[src/rtl/stopwatch_pkg.sv]
// Shared types and constants for the MM:SS.hh stopwatch control and datapath.
package stopwatch_pkg;

  typedef enum logic [1:0] {
    ST_IDLE    = 2'b00,
    ST_RUNNING = 2'b01,
    ST_PAUSED  = 2'b10,
    ST_LAP     = 2'b11
  } sw_state_t;

  // Terminal display value 59:59.99, BCD per digit pair
  localparam logic [7:0] MAX_MIN_BCD  = 8'h59;
  localparam logic [7:0] MAX_SEC_BCD  = 8'h59;
  localparam logic [7:0] MAX_HUND_BCD = 8'h99;

  // Clock cycles per count-enable tick
  function automatic int calc_div(input int clk_hz, input int tick_hz);
    return clk_hz / tick_hz;
  endfunction

endpackage

[src/rtl/button_debounce.sv]
// Two-flop synchronizer, stable-level debouncer and rising-edge press pulse
// for one raw push-button.
module button_debounce #(
  parameter int DEBOUNCE_CYCLES = 500_000
) (
  input  logic clock,
  input  logic reset,
  input  logic btn_raw,
  output logic press
);

  localparam int CW = (DEBOUNCE_CYCLES > 1) ? $clog2(DEBOUNCE_CYCLES) : 1;

  logic          sync_1;
  logic          sync_2;
  logic          level;
  logic          level_d;
  logic [CW-1:0] stable_cnt;

  // Bring the raw button into the clock domain
  always_ff @(posedge clock or posedge reset) begin
    if (reset) begin
      sync_1 <= 1'b0;
      sync_2 <= 1'b0;
    end else begin
      sync_1 <= btn_raw;
      sync_2 <= sync_1;
    end
  end

  // Flip the accepted level only after an unbroken run of disagreement
  always_ff @(posedge clock or posedge reset) begin
    if (reset) begin
      level      <= 1'b0;
      stable_cnt <= '0;
    end else if (sync_2 != level) begin
      if (stable_cnt == CW'(DEBOUNCE_CYCLES - 1)) begin
        level      <= sync_2;
        stable_cnt <= '0;
      end else begin
        stable_cnt <= stable_cnt + 1'b1;
      end
    end else begin
      stable_cnt <= '0;
    end
  end

  // Delayed copy of the level for rising-edge detection
  always_ff @(posedge clock or posedge reset) begin
    if (reset) level_d <= 1'b0;
    else       level_d <= level;
  end

  assign press = level & ~level_d;

endmodule

[src/rtl/stopwatch_ctrl.sv]
// Stopwatch sequencing: button conditioning, RUNNING/PAUSED/LAP state machine,
// 1/100 s tick prescaler and the clear / freeze controls for the digit datapath.
//
// state   | meaning
// IDLE    | stopped at zero, prescaler held at 0
// RUNNING | counting, display live
// PAUSED  | counting halted, prescaler fraction kept
// LAP     | counting, display frozen
module stopwatch_ctrl
  import stopwatch_pkg::*;
#(
  parameter int CLK_HZ          = 50_000_000,
  parameter int TICK_HZ         = 100,
  parameter int DEBOUNCE_CYCLES = 500_000
) (
  input  logic       clock,
  input  logic       reset,
  input  logic       btn_start_stop,
  input  logic       btn_lap_reset,
  input  logic       counter_max,
  output logic       tick,
  output logic       clear,
  output logic       freeze,
  output logic       running,
  output logic [1:0] state
);

  localparam int DIV = calc_div(CLK_HZ, TICK_HZ);
  localparam int PW  = $clog2(DIV);

  sw_state_t     state_q, state_n;
  logic [PW-1:0] presc_q, presc_n;
  logic          ss_p, lr_p;
  logic          tick_req, tick_n, clear_n;

  button_debounce #(.DEBOUNCE_CYCLES(DEBOUNCE_CYCLES)) u_db_ss (
    .clock   (clock),
    .reset   (reset),
    .btn_raw (btn_start_stop),
    .press   (ss_p)
  );

  button_debounce #(.DEBOUNCE_CYCLES(DEBOUNCE_CYCLES)) u_db_lr (
    .clock   (clock),
    .reset   (reset),
    .btn_raw (btn_lap_reset),
    .press   (lr_p)
  );

  // Next state, prescaler and pulse requests; overflow outranks buttons,
  // start/stop outranks lap/reset
  always_comb begin
    state_n  = state_q;
    presc_n  = presc_q;
    tick_req = 1'b0;
    tick_n   = 1'b0;
    clear_n  = 1'b0;

    if (state_q == ST_RUNNING || state_q == ST_LAP) begin
      if (presc_q == PW'(DIV - 1)) begin
        presc_n  = '0;
        tick_req = 1'b1;
      end else begin
        presc_n = presc_q + 1'b1;
      end
    end else if (state_q == ST_IDLE) begin
      presc_n = '0;
    end

    if (tick_req && counter_max) begin
      state_n = ST_PAUSED;
    end else begin
      tick_n = tick_req;
      case (state_q)
        ST_IDLE: begin
          if (ss_p)      state_n = ST_RUNNING;
          else if (lr_p) clear_n = 1'b1;
        end
        ST_RUNNING: begin
          if (ss_p)      state_n = ST_PAUSED;
          else if (lr_p) state_n = ST_LAP;
        end
        ST_LAP: begin
          if (ss_p)      state_n = ST_PAUSED;
          else if (lr_p) state_n = ST_RUNNING;
        end
        ST_PAUSED: begin
          if (ss_p) begin
            state_n = ST_RUNNING;
          end else if (lr_p) begin
            state_n = ST_IDLE;
            clear_n = 1'b1;
            presc_n = '0;
          end
        end
        default: state_n = ST_IDLE;
      endcase
    end
  end

  // State, prescaler and registered outputs
  always_ff @(posedge clock or posedge reset) begin
    if (reset) begin
      state_q <= ST_IDLE;
      presc_q <= '0;
      tick    <= 1'b0;
      clear   <= 1'b0;
      freeze  <= 1'b0;
      running <= 1'b0;
    end else begin
      state_q <= state_n;
      presc_q <= presc_n;
      tick    <= tick_n;
      clear   <= clear_n;
      freeze  <= (state_n == ST_LAP);
      running <= (state_n == ST_RUNNING) || (state_n == ST_LAP);
    end
  end

  assign state = state_q;

endmodule

[config.mk]
export PLATFORM = sky130hd
export DESIGN_NAME = stopwatch_ctrl
export DESIGN_NICKNAME = d
export VERILOG_FILES = /design/src/rtl/stopwatch_pkg.sv /design/src/rtl/button_debounce.sv /design/src/rtl/stopwatch_ctrl.sv
export SDC_FILE = /design/constraint.sdc
export NUM_CORES = 1
export LEC_CHECK = 0
export CORE_ASPECT_RATIO = 0.6
export CORE_MARGIN = 1
export CORE_UTILIZATION = 60
export DETAILED_ROUTE_END_ITERATION = 8
export GPL_ROUTABILITY_DRIVEN = 0
export GPL_TIMING_DRIVEN = 0
export HOLD_SLACK_MARGIN = 0.05
export PLACE_DENSITY = 0.9
export SLEW_MARGIN = 20
export SYNTH_ARGS = -nofsm -noshare
export SYNTH_HDL_FRONTEND = slang
export SYNTH_SLANG_ARGS = --single-unit
export TNS_END_PERCENT = 5
[constraint.sdc]
create_clock -name clock -period 5.2 [get_ports clock]
set_input_delay 0.78 -clock clock [delete_from_list [all_inputs] [get_ports clock]]
set_output_delay 0.78 -clock clock [all_outputs]
set_load 0.005 [all_outputs]
Word level (Yosys, flattened, before mapping)
Index checks and enable logic that the tools add are counted.

Register bits: 71. Input bits: 5.

$add $sub $neg: 3. Eq/ne operators: 10. Mux-type cells: 27. Bitwise gates (word level): 4. Reductions and logical operators: 7.

Operator list (count): 19-bit two-way mux (11); 19-bit by 1-bit adder with 19-bit output (second input constant) (3); 19-bit equality test (second input constant) (3); 2-bit two-way mux (8); 2-bit case mux with 4 select lines (1); 1-bit two-way mux (7); 2-bit equality test (second input constant) (3); 2-bit by 1-bit equality test with 1-bit output (second input constant) (2); 2-bit AND reduction (2); 1-bit bitwise AND (2); 2-bit logical NOT (1); 1-bit logical OR (2); 1-bit != test (2); 1-bit NOT (2); 2-bit OR reduction (1); 1-bit logical AND (1).

Longest topological paths before layout
Depth in word-level cells: 8. Depth in mapped cells: 9.

Cells and area by module
Synthesis repeated with hierarchy kept, for this count alone.

Cells, all modules: 361. Area total of the unflattened synthesis: 3653.5 µm².

By module, submodules not included: button_debounce (times used 2, cells each 105, area an instance 1122.3 µm², seq. area each 575.6 µm²); stopwatch_ctrl (times used 1, cells each 151, area an instance 1408.9 µm², seq. area each 600.6 µm²).

Least setup slack after synthesis
No wires, ideal clock.

Path type: register -> register. Start: reg u_db_lr.stable_cnt[0]. End: reg u_db_lr.stable_cnt[17]. Setup time: 0.071 ns. Data arrival time: 1.638 ns. Path slack: 3.490 ns. Cell stages (with the launch flop): 10. Path through: dfrtp_1 ha_1 and4_1 buf_2 nand3_1 nor2_1 or2_1 buf_6 buf_6 nor2_1.

Cells in the longest elaborated chain, start to end: 3. Elaborated cells on any way between the ends: 4. Those cells by class: add/sub: 1; eq/ne: 1; mux: 2.

Ends and longest elaborated chain: from (decl) (line button_debounce.sv:18) `logic [CW-1:0] stable_cnt;`; from (signal assigned) (line button_debounce.sv:41) `stable_cnt <= stable_cnt + 1'b1;`; 19-bit by 1-bit adder with 19-bit output / 19-bit equality test (equally long branches) (line button_debounce.sv:41, button_debounce.sv:37); 19-bit two-way mux (*) (line button_debounce.sv:37) `if (stable_cnt == CW'(DEBOUNCE_CYCLES - 1)) begin`; 19-bit two-way mux (*) (line button_debounce.sv:36) `end else if (sync_2 != level) begin`.

Mark *: on every way between the ends. The rest lies on a longest branch, timed or not. A chain may end at the register's enable or synchronous reset.

==> metrics.yaml <==
drtPass1Iterations: 4
crit_fanout: 7
dieArea_mm2: 0.00613
drcViolationCount: 0
cts_tree: "built"
diodes: 0
busiest_layer: "met1"
row_count: 21
final_cell_mix: "dfrtp_1, nor2_1, nand3_1"
die_x_um: 100
layout_commonest_cell: "dfrtp_1"
crit_type: "reg -> out"
grt_antenna_before_repair: 0
relSlewSlack: 0.660
async_flop_share: 1.00
postCtsSetupBuffers: 0
reg2reg_slack_ns: 3.19
synth_edf_count: 0
post-route-period-util: 0.433
power.density_mw_per_mm2: 282
netlist_instances: 349
drive_gt1_frac: 0.122
grtUsageMet2: 0.353
rsz0062_at_grt: "no"
cts_buffers: 9
fmax_ghz: 0.444
ys_seq_area_frac: 0.502
routed_wl_um: 6960
cts_root_buffer: "clkbuf_8"
syn_avg_cell_area_um2: 9.99
ys_types: 45
fin_nets: 379
leakagePower_nw: 1.70
grt-ovfl-total: 0
slew_viol_final: 0
fp.dieH_um: 61.1
cts.sinks: 70
hp-class: "reg -> reg"
worst_slew_pin_slew_ns: 0.508
fin_tns_setup_ns: 0
hold_viol_final: 0
required_ns: 4.42
clk_path_buf_depth: 2
grt_pass1_vias: 2211
core_area_mm2: 0.00560
htreeDepth: 3
fill_cells: 393
dpl_worst_slack_ns: 3.27
setup_slack_ns: 2.95
fin_crit_ns: 2.25
start_util: 0.623
ios: 11
use_met1: 0.360
routedWlPerCell_um: 15.3
status: "completed"
path_clk_slew_ns: 0.08
stdcell_count: 456
area_growth_pct: 13.7
drtIter0Drc: 116
cap_violations: 0
ys_warn_count: 0
hold_path_depth: 0
netlist_area_mm2: 0.00349
largestRegisters: "presc_q x19, u_db_lr.stable_cnt x19, u_db_ss.stable_cnt x19"
reg2regPathDepth: 7
port_buffers: 10
hpwl_um: 4710
dp_cells: 440
cp-start-kind: "flop"
grtUsageTotal: 0.247
setup_viol: 0
clock_latency_ns: 0.35
grt_pass1_wl_um: 11200
via_count: 2635
vias_per_cell: 5.78
cts_resized: 0
syn_nets: 357
cp-end-kind: "primary output"
antenna_left: 0
peakVddDrop_mv: 0.222
grt.met3_usage: 0.0738
worstPathArrival_ns: 1.47
fin_skew_ns: 0.00893
synth-seq-cells: 70
grt_max_degree: 55
holdBufCountCts: 0
synth_flop_cell: "dfrtp_1"
final timing paths:
| check | to | from |
|---|---|---|
| worst max-delay path | state[0] | running |
| worst min-delay path | u_db_lr.sync_2 | u_db_lr.sync_1 |
| worst max register to register | u_db_ss.stable_cnt[16] | u_db_ss.stable_cnt[0] |
| worst min register to register | u_db_lr.sync_2 | u_db_lr.sync_1 |
| max in group asynchronous | presc_q[10] | reset |
| min in group asynchronous | u_db_ss.stable_cnt[12] | reset |
Yosys cell counts, types with 7 or more instances:
master | instances | area (um^2)
o21ai_0 | 8 | 40.0
and3_1 | 7 | 43.8
xor2_1 | 22 | 193
a21oi_1 | 13 | 65.1
xnor2_1 | 18 | 158
nand3_1 | 30 | 150
inv_1 | 12 | 45.0
dfrtp_1 | 70 | 1750
nand4_1 | 13 | 81.3
nor2_1 | 60 | 225
nand2_1 | 24 | 90.1
nor3_1 | 7 | 35.0
mux2i_1 | 8 | 80.1
metrics by stage:
| stage | hold WS (ns) | cell area (um^2) | util | power [mW] |
|---|---|---|---|---|
| 6_report | 0.354 | 3960 | 0.708 | 1.12 |
| 3_3_place_gp | 0.334 | 3690 | 0.659 | 0.593 |
| 3_5_place_dp | 0.341 | 3720 | 0.664 | 0.597 |
| 4_1_cts | 0.357 | 3960 | 0.708 | 1.13 |
| 2_1_floorplan | 0.331 | 3490 | - | 0.585 |
| 5_1_grt | 0.370 | 3960 | 0.708 | 1.16 |
cells by family (layout without fill, tap and decap cells):
family,count (synthesis),count (layout),synth area share
multiplexers,10,10,0.0294
XOR/XNOR,40,40,0.100
AO/OA/AOI/OAI,29,29,0.0531
AND/OR/NAND/NOR,174,174,0.264
flip-flops,70,70,0.502
buffers and inverters,23,50,0.0395
adder cells (fa/ha/maj),3,3,0.0108
layer usage:
| layer | wire length (um) | vias to the layer above | share of wire |
|---|---|---|---|
| li1 | - | 1244 | - |
| met1 | 3330 | 1281 | 0.48 |
| met2 | 3070 | 97 | 0.44 |
| met3 | 439 | 13 | 0.063 |
| met4 | 113 | 0 | 0.016 |
| met5 | 0 | - | 0 |
power by group:
part | switching, mW | internal (mW) | leakage (nW)
Combinational | 0.0206 | 0.0121 | 0.633
Clock | 0.202 | 0.331 | 0.126
Sequential | 0.00414 | 0.549 | 0.944
Total | 0.227 | 0.892 | 1.70
final cells by class:
cell class	instances	area (um^2)	area share
buffer	11	92.6	0.0234
clock buffer	10	138	0.0347
clock inverter	6	109	0.0275
inverter	12	47.5	0.0120
multi-input combinational	256	1600	0.403
sequential	70	1750	0.442
tap	80	100	0.0253
timing repair buffer	11	128	0.0322
critical path, stage by stage (launching register included):
cell and delay (ns):
dfrtp_1 0.48, buf_4 0.16, clkdlybuf4s50_1 0.48
Note: power is estimated with default switching activity, not from simulation.
